File: src/rtl/dram_reset_seq.sv
`timescale 1ns/1ps
// dram_reset_seq
// Sequences the DRAM PHY out of reset and supervises calibration. After
// power-on reset or a software strobe, the PHY is held in reset for
// RST_CYCLES cycles. The block then waits up to CAL_TIMEOUT cycles for the
// PHY to report calibration done. It then either holds READY or latches FAIL.
//
// Ports
//   wb_clk_i        in   single clock, rising edge
//   wb_rst_n_i      in   active-low reset, asserted asynchronously, released synchronously
//   dram_reset_strb in   one-cycle software request to rerun the reset sequence
//   phy_init_done   in   PHY calibration-complete level (asynchronous)
//   phy_rst_o       out  active-high reset to the DRAM PHY/controller
//   phy_ready       out  calibration complete and still held
//   cal_fail        out  calibration timed out or was lost (sticky)
//   busy            out  reset sequence in progress
module dram_reset_seq #(
    parameter int unsigned RST_CYCLES  = 64,
    parameter int unsigned CAL_TIMEOUT = 1000000
) (
    input  logic wb_clk_i,
    input  logic wb_rst_n_i,
    input  logic dram_reset_strb,
    input  logic phy_init_done,
    output logic phy_rst_o,
    output logic phy_ready,
    output logic cal_fail,
    output logic busy
);

    localparam int unsigned CNT_MAX = (1 << 24) - 1;

    generate
        if (RST_CYCLES < 1 || RST_CYCLES > CNT_MAX) begin : g_bad_rst_cycles
            $error("dram_reset_seq: RST_CYCLES must be within 1..2^24-1");
        end
        if (CAL_TIMEOUT < 4 || CAL_TIMEOUT > CNT_MAX) begin : g_bad_cal_timeout
            $error("dram_reset_seq: CAL_TIMEOUT must be within 4..2^24-1");
        end
    endgenerate

    localparam logic [23:0] HOLD_LAST = 24'(RST_CYCLES - 1);
    localparam logic [23:0] CAL_LAST  = 24'(CAL_TIMEOUT - 1);

    typedef enum logic [1:0] {
        HOLD     = 2'd0,
        WAIT_CAL = 2'd1,
        READY    = 2'd2,
        FAIL     = 2'd3
    } state_t;

    // Packed output order: {phy_rst_o, busy, phy_ready, cal_fail}
    function automatic logic [3:0] decode(input state_t s);
        case (s)
            HOLD:     return 4'b1100;
            WAIT_CAL: return 4'b0100;
            READY:    return 4'b0010;
            default:  return 4'b0001;
        endcase
    endfunction

    function automatic logic [23:0] sat_inc(input logic [23:0] v);
        return (v == 24'hFF_FFFF) ? v : v + 24'd1;
    endfunction

    // Reset synchronizer: assertion reaches the logic immediately. Release
    // is retimed through two flops, so the whole block leaves reset on a
    // clock edge.
    logic [1:0] rst_sync;
    logic       rst_n;

    always_ff @(posedge wb_clk_i or negedge wb_rst_n_i) begin
        if (!wb_rst_n_i)
            rst_sync <= 2'b00;
        else
            rst_sync <= {rst_sync[0], 1'b1};
    end

    assign rst_n = rst_sync[1];

    // phy_init_done comes from the PHY clock domain
    logic [1:0] init_sync;
    logic       init;

    always_ff @(posedge wb_clk_i or negedge rst_n) begin
        if (!rst_n)
            init_sync <= 2'b00;
        else
            init_sync <= {init_sync[0], phy_init_done};
    end

    assign init = init_sync[1];

    state_t      state;
    logic [23:0] count;
    logic        armed;
    logic [3:0]  out_q;

    // Outputs are loaded from the decode of the state being entered, so
    // they change on the same edge as the state and never depend on inputs
    // combinationally. "armed" latches the first low init seen in WAIT_CAL.
    // A done level left over from before the reset is therefore not
    // mistaken for a fresh calibration.
    always_ff @(posedge wb_clk_i or negedge rst_n) begin
        if (!rst_n) begin
            state <= HOLD;
            count <= '0;
            armed <= 1'b0;
            out_q <= decode(HOLD);
        end else if (dram_reset_strb) begin
            state <= HOLD;
            count <= '0;
            armed <= 1'b0;
            out_q <= decode(HOLD);
        end else begin
            case (state)
                HOLD: begin
                    if (count >= HOLD_LAST) begin
                        state <= WAIT_CAL;
                        count <= '0;
                        armed <= 1'b0;
                        out_q <= decode(WAIT_CAL);
                    end else begin
                        count <= sat_inc(count);
                    end
                end
                WAIT_CAL: begin
                    if (armed && init) begin
                        state <= READY;
                        out_q <= decode(READY);
                    end else if (count >= CAL_LAST) begin
                        state <= FAIL;
                        out_q <= decode(FAIL);
                    end else begin
                        count <= sat_inc(count);
                        if (!init)
                            armed <= 1'b1;
                    end
                end
                READY: begin
                    if (!init) begin
                        state <= FAIL;
                        out_q <= decode(FAIL);
                    end
                end
                FAIL: begin
                end
            endcase
        end
    end

    assign {phy_rst_o, busy, phy_ready, cal_fail} = out_q;

endmodule

File: config.mk
export PLATFORM = sky130hd
export DESIGN_NAME = dram_reset_seq
export DESIGN_NICKNAME = d
export VERILOG_FILES = /design/src/rtl/dram_reset_seq.sv
export SDC_FILE = /design/constraint.sdc
export NUM_CORES = 1
export LEC_CHECK = 0
export CAP_MARGIN = 0
export CORE_MARGIN = 1.5
export CORE_UTILIZATION = 50
export DETAILED_ROUTE_END_ITERATION = 10
export GPL_TIMING_DRIVEN = 0
export PLACE_DENSITY = 0.8
export SLEW_MARGIN = 0
export SYNTH_ARGS = -nofsm -noshare
export SYNTH_HDL_FRONTEND = slang
export SYNTH_SLANG_ARGS = --single-unit
File: constraint.sdc
create_clock -name wb_clk_i -period 1.2 [get_ports wb_clk_i]
set_input_delay 0.36 -clock wb_clk_i [delete_from_list [all_inputs] [get_ports wb_clk_i]]
set_output_delay 0.36 -clock wb_clk_i [all_outputs]
set_load 0.02 [all_outputs]
==> impl_results.md <==
- Height of the die: ~66 um
- Hold Vio Cnt, Final: 0
- Detailed Routing Iterations Pass 1: 4
- VDD IR max: 964 uV
- Post-synthesis simple-gate area fraction: 27.9%
- IO Port Bufs: 7
- First-pass GRT wire length: about 7.5 mm
- Reg2Reg Depth: 8
- Fin crit share: 197%
- Antenna violations before repair: 0
- Top cell by count, worst path: buf_12
- WP depth: 8
- R2R setup slack: -1.16 ns
- Largest family of logic cells by synthesized area: simple AND/OR/NAND/NOR gates
- Overflow after GRT: 0
- Hold buffer count at cts: 0
- Worst min path class: input port to asynchronous set/reset pin
- Max-cap viol count: 0
- Via density per instance: about 6.4
- Worst-skew pair later-pin latency: between 0.3 and 0.4 ns
- Multiplexer area fraction after synthesis: 2.72%
- Worst R2R End: count[5]
- Antenna Cells: 0
- Syn_nets: 209
- Routed length per instance: around 20 um
- Core Rows: 22
- WP data arrival: approximately 2.6 ns
- Critical path's largest stage delay: ~0.57 ns
- Seq cells post-synth: 35
- Final WL: 5.93 mm
- Die ar.: 0.00434 sq mm
- Crit-path slowest cell: dfrtp_1
- Worst Slack Setup Final: -1.16 ns
- Status: complete, but fails checks
- DRT iter0 DRCs: ~250
- Setup violators final: 34
- Register area share after synthesis: ~44%
- Worst-path maximum fanout: 7
- Clock Path Buffers: 2
- Core area: 0.00372 sq mm
- Yosys cell types: between 50 and 60
- Ys flop type: dfrtp_1
- Adder-Cell Fraction of Synth Area: approximately 2.5%
- Post-DP HPWL: 2.79 mm
- CTS sink cnt: 35
- RSZ-0062 raised after global routing: yes
- Min Tclk post-route: about 2.4 ns
- RR Startpoint: count[5]
- Setup TNS Final: -30.78 ns
- Root Driver: clkbuf_8
- Vias: between 1.5k and 2k
- Post-synthesis cell area: between 0.0015 and 0.002 sq mm
- CP startpoint kind: register
- Synth Area in XOR/XNOR: under 10%
- Syn-to-layout area delta: 39.5%
- CTS tree: built
- CP top delay family: simple AND/OR/NAND/NOR gates
- Post-Place Worst Slack: -1.44 ns
- Failing checks: setup timing
- Power density over the cells: 1800 mW/mm^2
- Clk pin slew, worst setup/hold paths: about 0.080 ns
- Clk_skew: between 0.006 and 0.007 ns
- Initial Util: a little over half
- Crit-path cells: nand4_1, nor4_2, nand2_1, nand3_4, buf_12, buf_12, o21ai_4, a21oi_2
- Largest net degree at the start of global routing: 34
- Average size of a mapped cell: roughly 10 sq um
- Layout cells sized above 1: between 40% and 50%
- Gr usage total: a little under a quarter
- Leakage Power: between 1 and 1.5 nW
- Nets: ~260
- Achievable clock frequency: 0.424 GHz
- Number of global-route vias before repair: about 1.6k
- Crit path kind: register to register
- Slew HR: 49.6%
- Htree depth: 2
- Critical path capture point type: register
- Worst Path Buf+Inv: 2
- Number of flops mapped to enable cells by yosys: 0
- Post-synth ARST share: 100%
- Post-route DRC violation count: 0
- YS warnings: 0
- Compound-gate portion of the synthesized area: 13.6%
- Die Wd: 65.9 um
- Worst slew pin tran: around 0.76 ns
- Final ANT Viol Nets: 0
- Gp weighted congestion: between 0.8 and 0.9
- CTS Buf Count: 5
- IO Count: 8
- Required time of the critical path: 1.43 ns
- Most frequent cells in the layout: dfrtp_1 (30), buf_4 (27), nand2_1 (13)
- Slew Viols, Final: 0
- Most common cell after layout, fill and taps aside: dfrtp_1
- Post-Syn Instances: 201
==> timing repair <==
action	in CTS	in global routing
gates cloned	1	1
buffers inserted	13	17
pin swaps	6	15
endpoints found under the setup margin	68	35
gates resized for setup	37	37
==> kinds of logic after synthesis <==
family / count (synthesis)
other: 1
AND/OR/NAND/NOR: 94
AO/OA/AOI/OAI: 40
adder cells (fa/ha/maj): 4
buffers and inverters: 16
multiplexers: 5
XOR/XNOR: 6
flip-flops: 35
==> state kept, by name (all words and copies together) (netlist names) <==
register / count
out_q: 4
init_sync: 2
armed: 1
state: 2
count: 24
rst_sync: 2
==> synth_stat cells, types with 2 or more instances <==
cell type,n,area share (%)
a21oi_1,12,3.0
a31oi_1,2,0.63
and2_1,5,1.6
buf_12,3,3.0
clkbuf_1,3,0.57
dfrtp_1,33,42
dfstp_2,2,2.7
ha_1,4,2.5
inv_1,8,1.5
mux2_2,3,1.7
mux2i_1,2,1.0
nand2_1,15,2.8
nand2b_1,2,0.63
nand3_1,11,2.8
nand4_1,12,3.8
nor2_1,13,2.5
nor3_1,6,1.5
nor4_1,6,1.9
o21ai_0,8,2.0
o21ai_1,5,1.3
or3_1,5,1.6
or3_2,6,2.3
xnor2_1,3,1.3
xor2_1,3,1.3
==> metal layers <==
layer	track usage (%)	wire length [um]	share of wire [%]	up-vias
met2	35.7	2860	48	115
li1	-	-	-	831
met4	10.4	274	4.6	0
met3	5.62	440	7.4	32
met1	31.4	2350	40	913
met5	0	0	0	-
==> metrics by stage <==
step / utilization [%] / std cells / cell area, sq um / total power [mW] / hold WS, ns
2_1_floorplan: - / 201 / 2010 / 2.52 / 0.0644
3_3_place_gp: 57.5 / 256 / 2140 / 2.84 / 0.334
3_5_place_dp: 57.5 / 256 / 2140 / 2.87 / 0.335
4_1_cts: 65.7 / 278 / 2440 / 4.33 / 0.209
5_1_grt: 74.2 / 296 / 2760 / 5.16 / 0.196
6_report: 74.2 / 296 / 2760 / 4.97 / 0.198
==> report_power, final <==
group	total (mW)	leakage [nW]	switching, mW	internal, mW
logic	2.31	0.604	1.07	1.24
registers	1.51	0.460	0.165	1.35
clock network	1.15	0.0587	0.518	0.630
==> cell type report <==
type,instances,area (sq um)
multi-input combinational,150,1200
buffer,8,108
inverter,8,30.0
clock buffer,5,68.8
clock inverter,3,47.5
timing repair buffer,39,363
tap,48,60.1
sequential,35,882
fill,225,958
==> how the worst max path moves through the flow <==
stage	from	endpoint	slack, ns
final	count[5]	count[5]	-1.16
after floorplan	state[1]	count[19]	-0.95
after CTS	state[1]	count[19]	-1.02
after global routing	count[5]	count[5]	-1.30
after detailed placement	dram_reset_strb	count[19]	-1.44
after global placement	dram_reset_strb	count[19]	-1.42
(Power assumes the default switching activity.)
